$ cat src/rtl/bank_joltage.sv
// Streams decimal digits per bank, tracks the best ordered two-digit pair,
// and queues one result per bank through a small FIFO.
module bank_joltage #(
  parameter int RES_WIDTH  = 32,
  parameter int CNT_WIDTH  = 16,
  parameter int FIFO_DEPTH = 2
) (
  input  logic                 clk,
  input  logic                 rst_n,
  input  logic                 in_valid,
  output logic                 in_ready,
  input  logic [3:0]           in_digit,
  input  logic                 in_last,
  output logic                 out_valid,
  input  logic                 out_ready,
  output logic [RES_WIDTH-1:0] out_data,
  output logic                 out_err,
  output logic [CNT_WIDTH-1:0] bank_count
);
  localparam int AW = $clog2(FIFO_DEPTH);

  typedef enum logic {IDLE, SCAN} state_e;

  state_e         state_q, state_d;
  logic [3:0]     mf_q, mf_d;
  logic [6:0]     best_q, best_d;
  logic           err_q, err_d;
  // pair_q: a second legal digit has followed the first one
  logic           pair_q, pair_d;
  logic [6:0]     cand, res;
  logic           legal, acc, push, pop, res_err, full, empty;
  logic [AW:0]    wr_q, rd_q;
  logic [7:0]     mem_q [FIFO_DEPTH];
  logic [CNT_WIDTH-1:0] cnt_q;

  assign legal = (in_digit <= 4'd9);
  assign acc   = in_valid && in_ready;
  assign push  = acc && in_last;
  assign pop   = out_valid && out_ready;
  assign cand  = 7'(mf_q) * 7'd10 + 7'(in_digit);

  always_comb begin
    state_d = state_q;
    mf_d    = mf_q;
    best_d  = best_q;
    err_d   = err_q;
    pair_d  = pair_q;
    res     = '0;
    res_err = 1'b0;
    if (acc) begin
      if (!legal) begin
        err_d = 1'b1;
      end else if (state_q == IDLE) begin
        mf_d    = in_digit;
        state_d = SCAN;
      end else begin
        if (cand > best_q)    best_d = cand;
        if (in_digit > mf_q)  mf_d   = in_digit;
        pair_d = 1'b1;
      end
      if (in_last) begin
        res     = pair_d ? best_d : 7'd0;
        res_err = err_d | ~pair_d;
        state_d = IDLE;
        mf_d    = '0;
        best_d  = '0;
        err_d   = 1'b0;
        pair_d  = 1'b0;
      end
    end
  end

  always_ff @(posedge clk or negedge rst_n) begin
    if (!rst_n) begin
      state_q <= IDLE;
      mf_q    <= '0;
      best_q  <= '0;
      err_q   <= 1'b0;
      pair_q  <= 1'b0;
      wr_q    <= '0;
      rd_q    <= '0;
      cnt_q   <= '0;
    end else begin
      state_q <= state_d;
      mf_q    <= mf_d;
      best_q  <= best_d;
      err_q   <= err_d;
      pair_q  <= pair_d;
      if (push) begin
        wr_q  <= wr_q + 1'b1;
        cnt_q <= cnt_q + CNT_WIDTH'(1);
      end
      if (pop) rd_q <= rd_q + 1'b1;
    end
  end

  // Storage needs no reset: the head is masked whenever the FIFO is empty.
  always_ff @(posedge clk) begin
    if (push) mem_q[wr_q[AW-1:0]] <= {res_err, res};
  end

  assign empty      = (wr_q == rd_q);
  assign full       = (wr_q[AW] != rd_q[AW]) && (wr_q[AW-1:0] == rd_q[AW-1:0]);
  assign in_ready   = !full;
  assign out_valid  = !empty;
  assign out_data   = out_valid ? RES_WIDTH'(mem_q[rd_q[AW-1:0]][6:0]) : '0;
  assign out_err    = out_valid && mem_q[rd_q[AW-1:0]][7];
  assign bank_count = cnt_q;
endmodule

$ cat config.mk
export PLATFORM = sky130hd
export DESIGN_NAME = bank_joltage
export DESIGN_NICKNAME = d
export VERILOG_FILES = /design/src/rtl/bank_joltage.sv
export SDC_FILE = /design/constraint.sdc
export NUM_CORES = 1
export LEC_CHECK = 0
export BUFFER_PORTS_ARGS = -buffer_cell sky130_fd_sc_hd__buf_4
export CAP_MARGIN = 10
export CORE_MARGIN = 3
export CORE_UTILIZATION = 59
export CTS_CLUSTER_SIZE = 30
export DETAILED_ROUTE_END_ITERATION = 10
export HOLD_SLACK_MARGIN = 0.15
export PLACE_DENSITY_LB_ADDON = 0.08
export SYNTH_ARGS = -nofsm -noshare
export SYNTH_HDL_FRONTEND = slang
export SYNTH_SLANG_ARGS = --single-unit
$ cat constraint.sdc
create_clock -name clk -period 6.1 [get_ports clk]
set_input_delay 1.22 -clock clk [delete_from_list [all_inputs] [get_ports clk]]
set_output_delay 1.22 -clock clk [all_outputs]
set_load 0.01 [all_outputs]
## Yosys cells after proc, flatten, opt, wreduce, memory -nomap -nowiden

Memories as Yosys holds them, arrays and structs flattened.
Cells that the tools add are included.

- Memories kept: 1
- Register bits: 34
- Logic and storage cells: 58
- RAM bits: 16

Memories:

| name | words | width | read ports | clocked after memory_dff | write ports | line | RTL |
|---|---|---|---|---|---|---|---|
| mem_q | 2 | 8 | 1 | 0 | 1 | 33 | `logic [7:0] mem_q [FIFO_DEPTH];` |

- Equality and inequality tests: 4
- Reductions and logical operators: 10
- Add/subtract/negate cells: 4
- Multiplexer cells: 25
- Bitwise gates (word level): 2
- Order comparisons: 3
- Multipliers: 1

Operators by type and width:

| cell | count |
|---|---|
| two-way mux 7 bit | 8 |
| adder 16 x 1 -> 16 bit (second input constant) | 1 |
| two-way mux 4 bit | 4 |
| two-way mux 1 bit | 13 |
| adder 7 x 4 -> 7 bit | 1 |
| greater-than comparator 7 bit | 1 |
| multiplier 4 x 3 -> 6 bit (second input constant) | 1 |
| logical AND 1 bit | 5 |
| adder 2 x 1 -> 2 bit (second input constant) | 2 |
| greater-than comparator 4 bit | 1 |
| <= comparator 4 bit (second input constant) | 1 |
| inequality test 3 x 2 -> 1 bit (second input constant) | 1 |
| AND reduction 3 bit | 1 |
| equality test 2 bit | 1 |
| logical NOT 1 bit | 2 |
| AND reduction 2 bit | 1 |
| nonzero test 2 bit | 1 |
| equality test 1 bit | 1 |
| inequality test 1 bit | 1 |
| NOT 1 bit | 1 |
| bitwise OR 1 bit | 1 |

## Longest topological paths before layout

Gate-level depths: netlist of run 1.

- Depth after elaboration: 9
- Mapped depth: 13

## Worst setup path after synthesis of run 1

Ideal clock, no wire load.

- Path type: input-to-reg
- Start: input in_digit[1]
- End: memory mem_q[0][3], data pin
- Slack: 2.372 ns
- Stages on the path: 12
- Arrival time: 3.544 ns
- Library setup time: 0.184 ns
- Path buffers: 1
- Required time: 5.916 ns
- Cells stage by stage: ha_1 > fa_1 > a21o_1 > nand2_1 > xnor2_1 > ha_1 > nand4_1 > a21oi_1 > o21ai_0 > clkbuf_1 > nor3_1 > a211oi_1

- Cells in the longest elaborated chain, start to end: 8
- Elaborated cells on any way between the ends: 11
- Classes of those cells: add/sub (1); order compare (2); mux (8)

RTL lines:

| item | line | RTL |
|---|---|---|
| from (decl) | 12 | `input logic [3:0] in_digit,` |
| adder 7 x 4 -> 7 bit | 40 | `assign cand = 7'(mf_q) * 7'd10 + 7'(in_digit);` |
| greater-than comparator 7 bit | 57 | `if (cand > best_q) best_d = cand;` |
| two-way mux 7 bit | 57 |  |
| two-way mux 7 bit | 53 | `end else if (state_q == IDLE) begin` |
| two-way mux 7 bit | 51 | `if (!legal) begin` |
| two-way mux 7 bit * | 62 | `res = pair_d ? best_d : 7'd0;` |
| two-way mux 7 bit * | 61 | `if (in_last) begin` |
| two-way mux 7 bit * | 50 | `if (acc) begin` |
| named net res[3] | 30 | `logic [6:0] cand, res;` |
| to (decl) | 33 |  |

The timed path passes the listed nets; every way through them passes the cells marked *. The select of a mux whose other input is x is not followed.

## Worst setup path after layout of run 1

- Start: input in_digit[1]
- End: memory mem_q[1][3], data pin

The elaborated chain is that of the path after synthesis.

==> flow_summary.json, run 1 <==
{
  "critPathLaunchType": "input port",
  "finalHoldViolations": 0,
  "ys_ff_latch": 50,
  "final_nets": 361,
  "gp_congestion": 0.801,
  "timing.rr.start": "mf_q[1]",
  "drive_gt1_frac": 0.147,
  "post_drt_wl_per_cell_um": 14.6,
  "finalSetupViolCount": 0,
  "p_clk_frac": 0.142,
  "num_vias": 2125,
  "area_growth_pct": 11.0,
  "synthTopCellsByArea": "dfrtp_1, edfxtp_1, ha_1, buf_4, xor2_1",
  "cts-hold-fix-buffers": 0,
  "synth_cells": 299,
  "rsz0062_at_grt": "false",
  "cts_max_level": 2,
  "cts_tree": "built",
  "post-route-worst-setup-slack_ns": 2.14,
  "netSwitchingPower_w": 0.000702,
  "p_leak_nw": 1.57,
  "start_util": 0.623,
  "crit_top_cell": "ha_1",
  "crit_cells": 12,
  "fin_crit_ns": 3.96,
  "antenna_left": 0,
  "critical_path.cell_chain": "buf_4 > ha_1 > fa_1 > a21o_1 > nand2_1 > xnor2_1 > ha_1 > nand4_1 > a21oi_1 > o21ai_1 > nor3_1 > a211oi_1",
  "core_area_mm2": 0.00482,
  "synth_edf_count": 16,
  "hp-start": "bank_count[10]",
  "io_pins": 60,
  "cp_max_fo": 13,
  "yosys_most_used_dff": "dfrtp_1",
  "drt_iter0_drc": 184,
  "diodes": 0,
  "path_class": "in2reg",
  "num_rows": 25,
  "ys_async_sr_fraction": 0.680,
  "tns_ns": 0,
  "fmax_mhz": 253,
  "die-area_mm2": 0.00598,
  "root_buffer": "clkbuf_8",
  "cpLargestDelayFamily": "compound AO/OA/AOI/OAI gates",
  "arrival_ns": 4.05,
  "fin_skew_ns": 0.00686,
  "hp-class": "reg2reg",
  "p_seq_frac": 0.339,
  "cts_buffer_depth": 2,
  "r2r_cells": 12,
  "crit_path_start": "in_digit[1]",
  "via_per_inst": 5.31,
  "clk_latency_ns": 0.30,
  "firstDrtPassIters": 4,
  "antenna_found_initial": 0,
  "yosysUniqueCellTypes": 44,
  "cts.sinks": 50,
  "grt-ovfl-total": 0,
  "crit_path_end_kind": "register",
  "grt_pass1_wl_um": 10200,
  "netSwitchingFraction": 0.434,
  "cts_setup_buffers": 0,
  "critPathMaxStageDelay_ns": 0.70,
  "post-place-ws_ns": 1.51,
  "dieHeight_um": 77.3,
  "ys_warn_count": 0,
  "worst_pin_slew_ns": 0.865,
  "drt_wl_total_um": 5830,
  "grt_pass1_vias": 2121,
  "die_w_um": 77.3,
  "drc_errors": 0,
  "slew_headroom": 0.420,
  "power.internal_w": 0.000915,
  "synth_seq_area_share": 0.444,
  "period_share": 0.649,
  "crit_buf_inv": 1,
  "cts_buffers": 5,
  "cts_resized": 0,
  "yosysTopAreaCell": "dfrtp_1",
  "grt_use_total": 0.214,
  "worstPathRequired_ns": 6.19,
  "io_buffers": 34,
  "peakVddDrop_uv": 295,
  "clk_pin_slew_ns": 0.09,
  "drv_cap": 0,
  "slew_viol_final": 0,
  "power_frac_comb": 0.519,
  "dp_hpwl_um": 4290,
  "syn_avg_cell_area_um2": 10.0,
  "status": "finished, final reports clean",
  "grt_max_degree": 35,
  "p_per_area_mw_per_mm2": 486,
  "worstHoldPathCells": 1,
  "synth_top_area_frac": 0.284,
  "cpMaxStageDelayCell": "o21ai_1",
  "syn_area_mm2": 0.00300
}
[power groups by stage]
stage | clock network [W] | logic (W) | registers, W
6_report | 0.000230 | 0.000840 | 0.000547
3_3_place_gp | 0 | 0.000814 | 0.000549
4_1_cts | 0.000236 | 0.000839 | 0.000547
3_5_place_dp | 0 | 0.000833 | 0.000553
2_1_floorplan | 0 | 0.000614 | 0.000523
5_1_grt | 0.000251 | 0.000947 | 0.000563
[path summary, 6_finish.rpt]
| check | end | slack, ns |
|---|---|---|
| worst max-delay path | mem_q[1][3] | 2.14 |
| worst min-delay path | bank_count[10] | 0.49 |
| worst max register to register | mem_q[1][3] | 2.31 |
| worst min register to register | bank_count[10] | 0.49 |
| max in group asynchronous | wr_q[1] | 4.93 |
| min in group asynchronous | bank_count[15] | 0.85 |
[layout make-up]
| type | instances | area, um^2 |
|---|---|---|
| flip-flops and latches | 50 | 1330 |
| well taps | 67 | 83.8 |
| clock inverters | 1 | 8.76 |
| multi-input cells | 227 | 1490 |
| repair buffers | 34 | 255 |
| clock buffers | 7 | 108 |
| fillers | 405 | 1490 |
| inverters | 14 | 52.6 |
[layout by cell type (no fill, tap or decap), types with 2 or more instances in the layout]
master,instances
xor2_1,16
nand4_1,4
clkbuf_8,6
xnor2_1,11
o21ai_1,4
edfxtp_1,16
nor3_1,4
o221ai_1,2
dfrtp_1,34
mux2i_1,9
nand2_1,28
nor2_1,31
buf_4,34
fa_1,2
conb_1,25
mux2_2,3
inv_1,13
a21oi_1,14
a311o_1,4
o21ai_0,7
nor4_1,2
and2_1,4
nand3_1,15
a211oi_1,2
and4_1,2
o211ai_1,2
nor2b_1,3
ha_1,18
o22ai_1,3
[flip-flops by register name, indices dropped and copies added (netlist names)]
register	flops
bank_count	16
best_q	7
err_q	1
mem_q	16
mf_q	4
pair_q	1
rd_q	2
state_q	1
wr_q	2
[through the flow]
stage               hold slack [ns]   util  cells  cell area [um^2]  total power, W
finish                        0.491  0.691    400              3330         0.00162
global placement              0.476  0.667    392              3210         0.00136
CTS                           0.494  0.691    400              3330         0.00162
floorplan                     0.467      -    323              3090         0.00114
global route                  0.526  0.691    400              3330         0.00176
detailed placement            0.476  0.667    392              3210         0.00139
[cell families after synthesis]
family,synth area share
XOR/XNOR,0.0842
adder cells (fa/ha/maj),0.0884
buffers and inverters,0.0892
AO/OA/AOI/OAI,0.0980
AND/OR/NAND/NOR,0.154
flip-flops,0.444
other,0.00125
multiplexers,0.0413
[cells in the mapped netlist (3+ instances only)]
library cell,count
o21ai_0,8
mux2i_1,9
inv_1,13
a311o_1,4
o22ai_1,3
nand4_1,4
ha_1,18
o21ai_1,3
mux2_2,3
clkbuf_1,4
nor2b_1,3
xnor2_1,11
edfxtp_1,16
nand2_1,28
xor2_1,16
a21oi_1,14
nor2_1,31
and2_1,4
dfrtp_1,34
nand3_1,15
buf_4,25
nor3_1,4
[per-layer routing]
metal  global-route usage  vias to the layer above  part of all wire
met3               0.0340                        8             0.054
met1                0.293                      992              0.45
met5                    0                        -                 0
met2                0.354                       72              0.49
met4               0.0587                        0             0.013
li1                     -                     1053                 -
Note: power is estimated with default switching activity, not from simulation.
==> run 2, diff against run 1 <==
--- a/config.mk
+++ b/config.mk
@@ -8,7 +8,7 @@
 export BUFFER_PORTS_ARGS = -buffer_cell sky130_fd_sc_hd__buf_4
 export CAP_MARGIN = 10
 export CORE_MARGIN = 3
-export CORE_UTILIZATION = 59
+export CORE_UTILIZATION = 50
 export CTS_CLUSTER_SIZE = 30
 export DETAILED_ROUTE_END_ITERATION = 10
 export HOLD_SLACK_MARGIN = 0.15
==> constraint.sdc (replaced) <==
create_clock -name clk -period 3.35 [get_ports clk]
set_input_delay 0.67 -clock clk [delete_from_list [all_inputs] [get_ports clk]]
set_output_delay 0.67 -clock clk [all_outputs]
set_load 0.01 [all_outputs]
==> run 2 against run 1 <==
  * Total power grew 95%
  * Sequential share of layout area is 1.8 points lower
  * Worst setup slack worse by 2.0 ns
  * Global-route usage decreased by 3.7 points
  * First-iteration DRC count shrank 14%
  * Non-clock buffer count increased by 13
  * Register-to-register slack got worse by 2.2 ns
  * Cell area up 4.8%
  * Core utilization fell by 7.3 points
  * Count of clock-buffer cells in the layout decreased by 1
  * Critical path type is now reg2reg
  * Critical endpoint is now mem_q[1][1]
  * Largest cell class unchanged
  * Highest routed layer unchanged
==> flow_summary.json, run 2 (synthesized netlist as in run 1, its figures left out) <==
{
  "p_clk_frac": 0.109,
  "start_util": 0.532,
  "cts_max_level": 2,
  "p_seq_frac": 0.301,
  "status": "finished, final reports clean",
  "fin_hold_ws_ns": 0.307,
  "p_leak_nw": 1.63,
  "peakVddDrop_uv": 481,
  "crit_buf_inv": 2,
  "critical_path.cell_chain": "ha_1 > ha_2 > fa_1 > nand2_1 > a21oi_2 > xnor2_2 > ha_1 > nand4_1 > buf_4 > or2_4 > buf_4 > nand3_1 > a21oi_2",
  "grt_max_degree": 35,
  "arrival_ns": 3.26,
  "dieHeight_um": 83.5,
  "drt_wl_total_um": 6080,
  "critPathMaxStageDelay_ns": 0.51,
  "via_per_inst": 5.30,
  "grt_pass1_wl_um": 10200,
  "diodes": 0,
  "cts_buffers": 5,
  "fin_crit_ns": 3.25,
  "cts_buffer_depth": 2,
  "fmax_mhz": 308,
  "final_nets": 374,
  "slew_headroom": 0.403,
  "worstPathRequired_ns": 3.36,
  "core_area_mm2": 0.00564,
  "post_drt_wl_per_cell_um": 14.5,
  "num_vias": 2216,
  "cpLargestDelayFamily": "adder cells",
  "path_class": "reg2reg",
  "root_buffer": "clkbuf_8",
  "p_per_area_mw_per_mm2": 903,
  "antenna_found_initial": 0,
  "io_buffers": 34,
  "finalHoldViolations": 0,
  "finalSetupViolCount": 0,
  "area_growth_pct": 16.3,
  "cpMaxStageDelayCell": "fa_1",
  "grt-ovfl-total": 0,
  "finalPower_w": 0.00315,
  "gp_congestion": 0.837,
  "cts_tree": "built",
  "slew_viol_final": 0,
  "period_share": 0.969,
  "die-area_mm2": 0.00697,
  "antenna_left": 0,
  "layout_commonest_cell": "buf_4",
  "drv_cap": 0,
  "io_pins": 60,
  "hp-class": "in2async",
  "die_w_um": 83.5,
  "drive_gt1_frac": 0.234,
  "place_area_mm2": 0.00329,
  "grt_pass1_vias": 2107,
  "final_cell_area_mm2": 0.00349,
  "cp_max_fo": 4,
  "power_frac_comb": 0.590,
  "num_rows": 27,
  "grt_use_total": 0.178,
  "tns_ns": 0,
  "layout_common_cells": "buf_4, dfrtp_1, nor2_1, nand2_1, conb_1",
  "clk_latency_ns": 0.31,
  "crit_path_end_kind": "register",
  "cts.sinks": 50,
  "critPathLaunchType": "register",
  "drc_errors": 0,
  "clk_pin_slew_ns": 0.09,
  "dp_hpwl_um": 4460,
  "netSwitchingFraction": 0.444,
  "fin_skew_ns": 0.0161,
  "drt_iter0_drc": 158,
  "firstDrtPassIters": 4,
  "power.internal_w": 0.00175,
  "post-route-util": 0.619,
  "netSwitchingPower_w": 0.00140,
  "worst_pin_slew_ns": 0.889
}
run 2: cell count changes in the layout (fill, tap and decap cells not counted), moves of 2 or more:
cell / change
buf_4: +13
nand3_2: +2
a21oi_1: -8
o21ai_0: -4
nor3_2: +2
a211oi_1: -2
nor3_1: -2
o21ai_1: +3
a21oi_2: +8
a211oi_2: +2
nand3_1: -2
run 2: repair_timing:
item	in CTS	in global routing
setup endpoints to repair	0	21
hold buffers	0	0
buffers inserted	0	3
gates resized for setup	0	27
run 2: path summary, 6_finish.rpt:
kind,from,endpoint,slack (ns),cells after the start
setup reg to reg,mf_q[1],mem_q[1][1],0.10,13
setup / recovery,mf_q[1],mem_q[1][1],0.10,13
max in group asynchronous,rst_n,best_q[4],2.71,1
hold / removal,rst_n,bank_count[14],0.31,1
min in group clk,bank_count[6],bank_count[6],0.50,1
hold reg to reg,bank_count[6],bank_count[6],0.50,1
run 2: final cells by class:
cell class	count	area, um^2
fill	494	2150
multi-input combinational	227	1580
sequential	50	1330
timing repair buffer	47	353
tap	72	90.1
clock buffer	6	72.6
inverter	14	52.6
clock inverter	2	13.8
run 2: power groups by stage:
stage / Combinational (W) / Sequential, W / Clock (W)
finish: 0.00186 / 0.000949 / 0.000343
global route: 0.00207 / 0.000972 / 0.000382
CTS: 0.00166 / 0.000948 / 0.000359
detailed placement: 0.00166 / 0.000961 / 0
global placement: 0.00162 / 0.000957 / 0
floorplan: 0.00112 / 0.000952 / 0
run 2: through the flow:
step / std cells / worst slack [ns]
4_1_cts: 414 / 0.00909
2_1_floorplan: 323 / 0.0155
3_3_place_gp: 406 / 0.0998
6_report: 418 / 0.103
5_1_grt: 418 / -0.0746
3_5_place_dp: 406 / -0.00761
run 2: metal layers:
| layer | vias to the layer above | track usage | part of all wire | wire length (um) |
|---|---|---|---|---|
| met1 | 1061 | 0.248 | 0.46 | 2770 |
| li1 | 1081 | - | - | - |
| met5 | - | 0 | 0 | 0 |
| met3 | 9 | 0.0326 | 0.051 | 311 |
| met2 | 65 | 0.284 | 0.48 | 2920 |
| met4 | 0 | 0.0541 | 0.013 | 76 |
==> run 3, diff against run 2 <==
--- a/config.mk
+++ b/config.mk
@@ -7,12 +7,16 @@
 export LEC_CHECK = 0
 export BUFFER_PORTS_ARGS = -buffer_cell sky130_fd_sc_hd__buf_4
 export CAP_MARGIN = 10
+export CELL_PAD_IN_SITES_DETAIL_PLACEMENT = 0
+export CELL_PAD_IN_SITES_GLOBAL_PLACEMENT = 1
 export CORE_MARGIN = 3
-export CORE_UTILIZATION = 50
+export CORE_UTILIZATION = 38
 export CTS_CLUSTER_SIZE = 30
 export DETAILED_ROUTE_END_ITERATION = 10
 export HOLD_SLACK_MARGIN = 0.15
 export PLACE_DENSITY_LB_ADDON = 0.08
+export SKIP_LAST_GASP = 1
 export SYNTH_ARGS = -nofsm -noshare
 export SYNTH_HDL_FRONTEND = slang
 export SYNTH_SLANG_ARGS = --single-unit
+export TNS_END_PERCENT = 5
==> run 3 against run 2 <==
  * Sequential share of layout area rose by 0.11 points
  * Cell area fell by 0.29%
  * Hold slack improved by 0.0045 ns
  * Non-clock buffer count fell by 1
  * Largest cell class unchanged
  * Highest routed layer unchanged
==> flow_summary.json, run 3 (synthesized netlist as in run 1, its figures left out) <==
{
  "status": "finished, final reports clean",
  "clk_pin_slew_ns": 0.10,
  "tns_ns": 0,
  "p_leak_nw": 1.62,
  "crit_buf_inv": 0,
  "diodes": 0,
  "finalSetupViolCount": 0,
  "die-area_mm2": 0.00900,
  "via_per_inst": 4.87,
  "arrival_ns": 3.37,
  "die_w_um": 94.9,
  "cpMaxStageDelayCell": "fa_1",
  "num_vias": 2163,
  "fin_cells": 444,
  "critical_path.cell_chain": "ha_1 > ha_1 > fa_1 > nand2_1 > a21oi_2 > xnor2_2 > ha_1 > nand4_1 > a21oi_2 > o21a_1 > nand2_2 > a311o_1",
  "fmax_mhz": 314,
  "path_class": "reg2reg",
  "antenna_left": 0,
  "layout_commonest_cell": "buf_4",
  "worstPathRequired_ns": 3.54,
  "finalPower_w": 0.00305,
  "final_nets": 373,
  "core_area_mm2": 0.00745,
  "grt-ovfl-total": 0,
  "dieHeight_um": 94.9,
  "drv_cap": 0,
  "drt_wl_total_um": 6010,
  "grt_max_degree": 35,
  "hp-class": "in2async",
  "drive_gt1_frac": 0.206,
  "drc_errors": 0,
  "fin_skew_ns": 0.00649,
  "fill_cells": 734,
  "gp_congestion": 0.814,
  "critPathLaunchType": "register",
  "antenna_found_initial": 0,
  "firstDrtPassIters": 4,
  "cts_buffers": 5,
  "io_pins": 60,
  "power_frac_comb": 0.573,
  "root_buffer": "clkbuf_8",
  "netSwitchingFraction": 0.439,
  "critPathMaxStageDelay_ns": 0.52,
  "slew_viol_final": 0,
  "peakVddDrop_uv": 352,
  "cp_max_fo": 8,
  "fin_hold_ws_ns": 0.311,
  "p_per_area_mw_per_mm2": 877,
  "reg2reg_slack_ns": 0.17,
  "slew_headroom": 0.489,
  "start_util": 0.403,
  "p_clk_frac": 0.117,
  "worst_pin_slew_ns": 0.761,
  "grt_pass1_wl_um": 9720,
  "io_buffers": 34,
  "netSwitchingPower_w": 0.00134,
  "num_rows": 31,
  "period_share": 0.951,
  "cts.sinks": 50,
  "dp_hpwl_um": 4480,
  "cts_tree": "built",
  "cts_max_level": 2,
  "post-route-util": 0.467,
  "layout_common_cells": "buf_4, dfrtp_1, nor2_1, nand2_1, conb_1",
  "p_seq_frac": 0.311,
  "drt_iter0_drc": 129,
  "finalHoldViolations": 0,
  "rsz0062_at_grt": "true",
  "post_drt_wl_per_cell_um": 13.5,
  "area_growth_pct": 16.0,
  "cts_buffer_depth": 2,
  "crit_top_cell": "ha_1",
  "clk_latency_ns": 0.30,
  "cpLargestDelayFamily": "adder cells",
  "fin_crit_ns": 3.18,
  "grt_use_total": 0.138,
  "crit_path_end_kind": "register",
  "dp.cells": 433,
  "power.internal_w": 0.00171,
  "grt_pass1_vias": 1961
}
[run 3: changes by cell type in the layout (fill, tap and decap cells not counted), moves of 2 or more]
cell	delta
nand3_1	+2
a21oi_2	-3
a21oi_1	+3
nand3_2	-2
buf_4	-3
[run 3: what timing repair did]
| action | 4_1_cts | 5_1_grt |
|---|---|---|
| pin swaps | 0 | 4 |
| setup endpoints to repair | 2 | 21 |
| gates resized for setup | 1 | 16 |
| setup buffers | 0 | 2 |
| hold buffers | 0 | 0 |
| cloned | 0 | 1 |
[run 3: cell type report]
type	count	area [um^2]	area share
Tap cell	99	124	0.0356
Inverter	14	52.6	0.0151
Clock inverter	2	13.8	0.00395
Timing Repair Buffer	46	347	0.0996
Sequential cell	50	1330	0.382
Multi-Input combinational cell	227	1540	0.442
Clock buffer	6	72.6	0.0208
[run 3: path summary, 6_finish.rpt]
check / start / to / cells past startpoint
max: mf_q[3] / best_q[1] / 12
min: rst_n / mf_q[3] / 1
max reg2reg: mf_q[3] / best_q[1] / 12
min reg2reg: bank_count[11] / bank_count[11] / 1
max in group asynchronous: rst_n / wr_q[0] / 1
min in group clk: bank_count[11] / bank_count[11] / 1
[run 3: power groups by stage]
stage          registers (W)  logic (W)  clock network [W]
2_1_floorplan       0.000952    0.00112                  0
3_3_place_gp        0.000963    0.00166                  0
3_5_place_dp        0.000964    0.00164                  0
4_1_cts             0.000951    0.00166           0.000371
5_1_grt             0.000970    0.00196           0.000399
6_report            0.000949    0.00175           0.000357
[run 3: layer usage]
| layer | GRT usage | share of wire | wire, um | up-vias |
|---|---|---|---|---|
| met4 | 0.0288 | 0.0070 | 42 | 0 |
| li1 | - | - | - | 1081 |
| met5 | 0 | 0 | 0 | - |
| met1 | 0.199 | 0.50 | 2980 | 1024 |
| met2 | 0.218 | 0.45 | 2720 | 53 |
| met3 | 0.0247 | 0.044 | 265 | 5 |
[run 3: per-stage QoR]
step,area (um^2),setup slack [ns]
CTS,3410,0.00437
finish,3480,0.165
global placement,3320,0.0722
detailed placement,3320,0.0141
global route,3480,-0.0249
floorplan,3090,0.0155
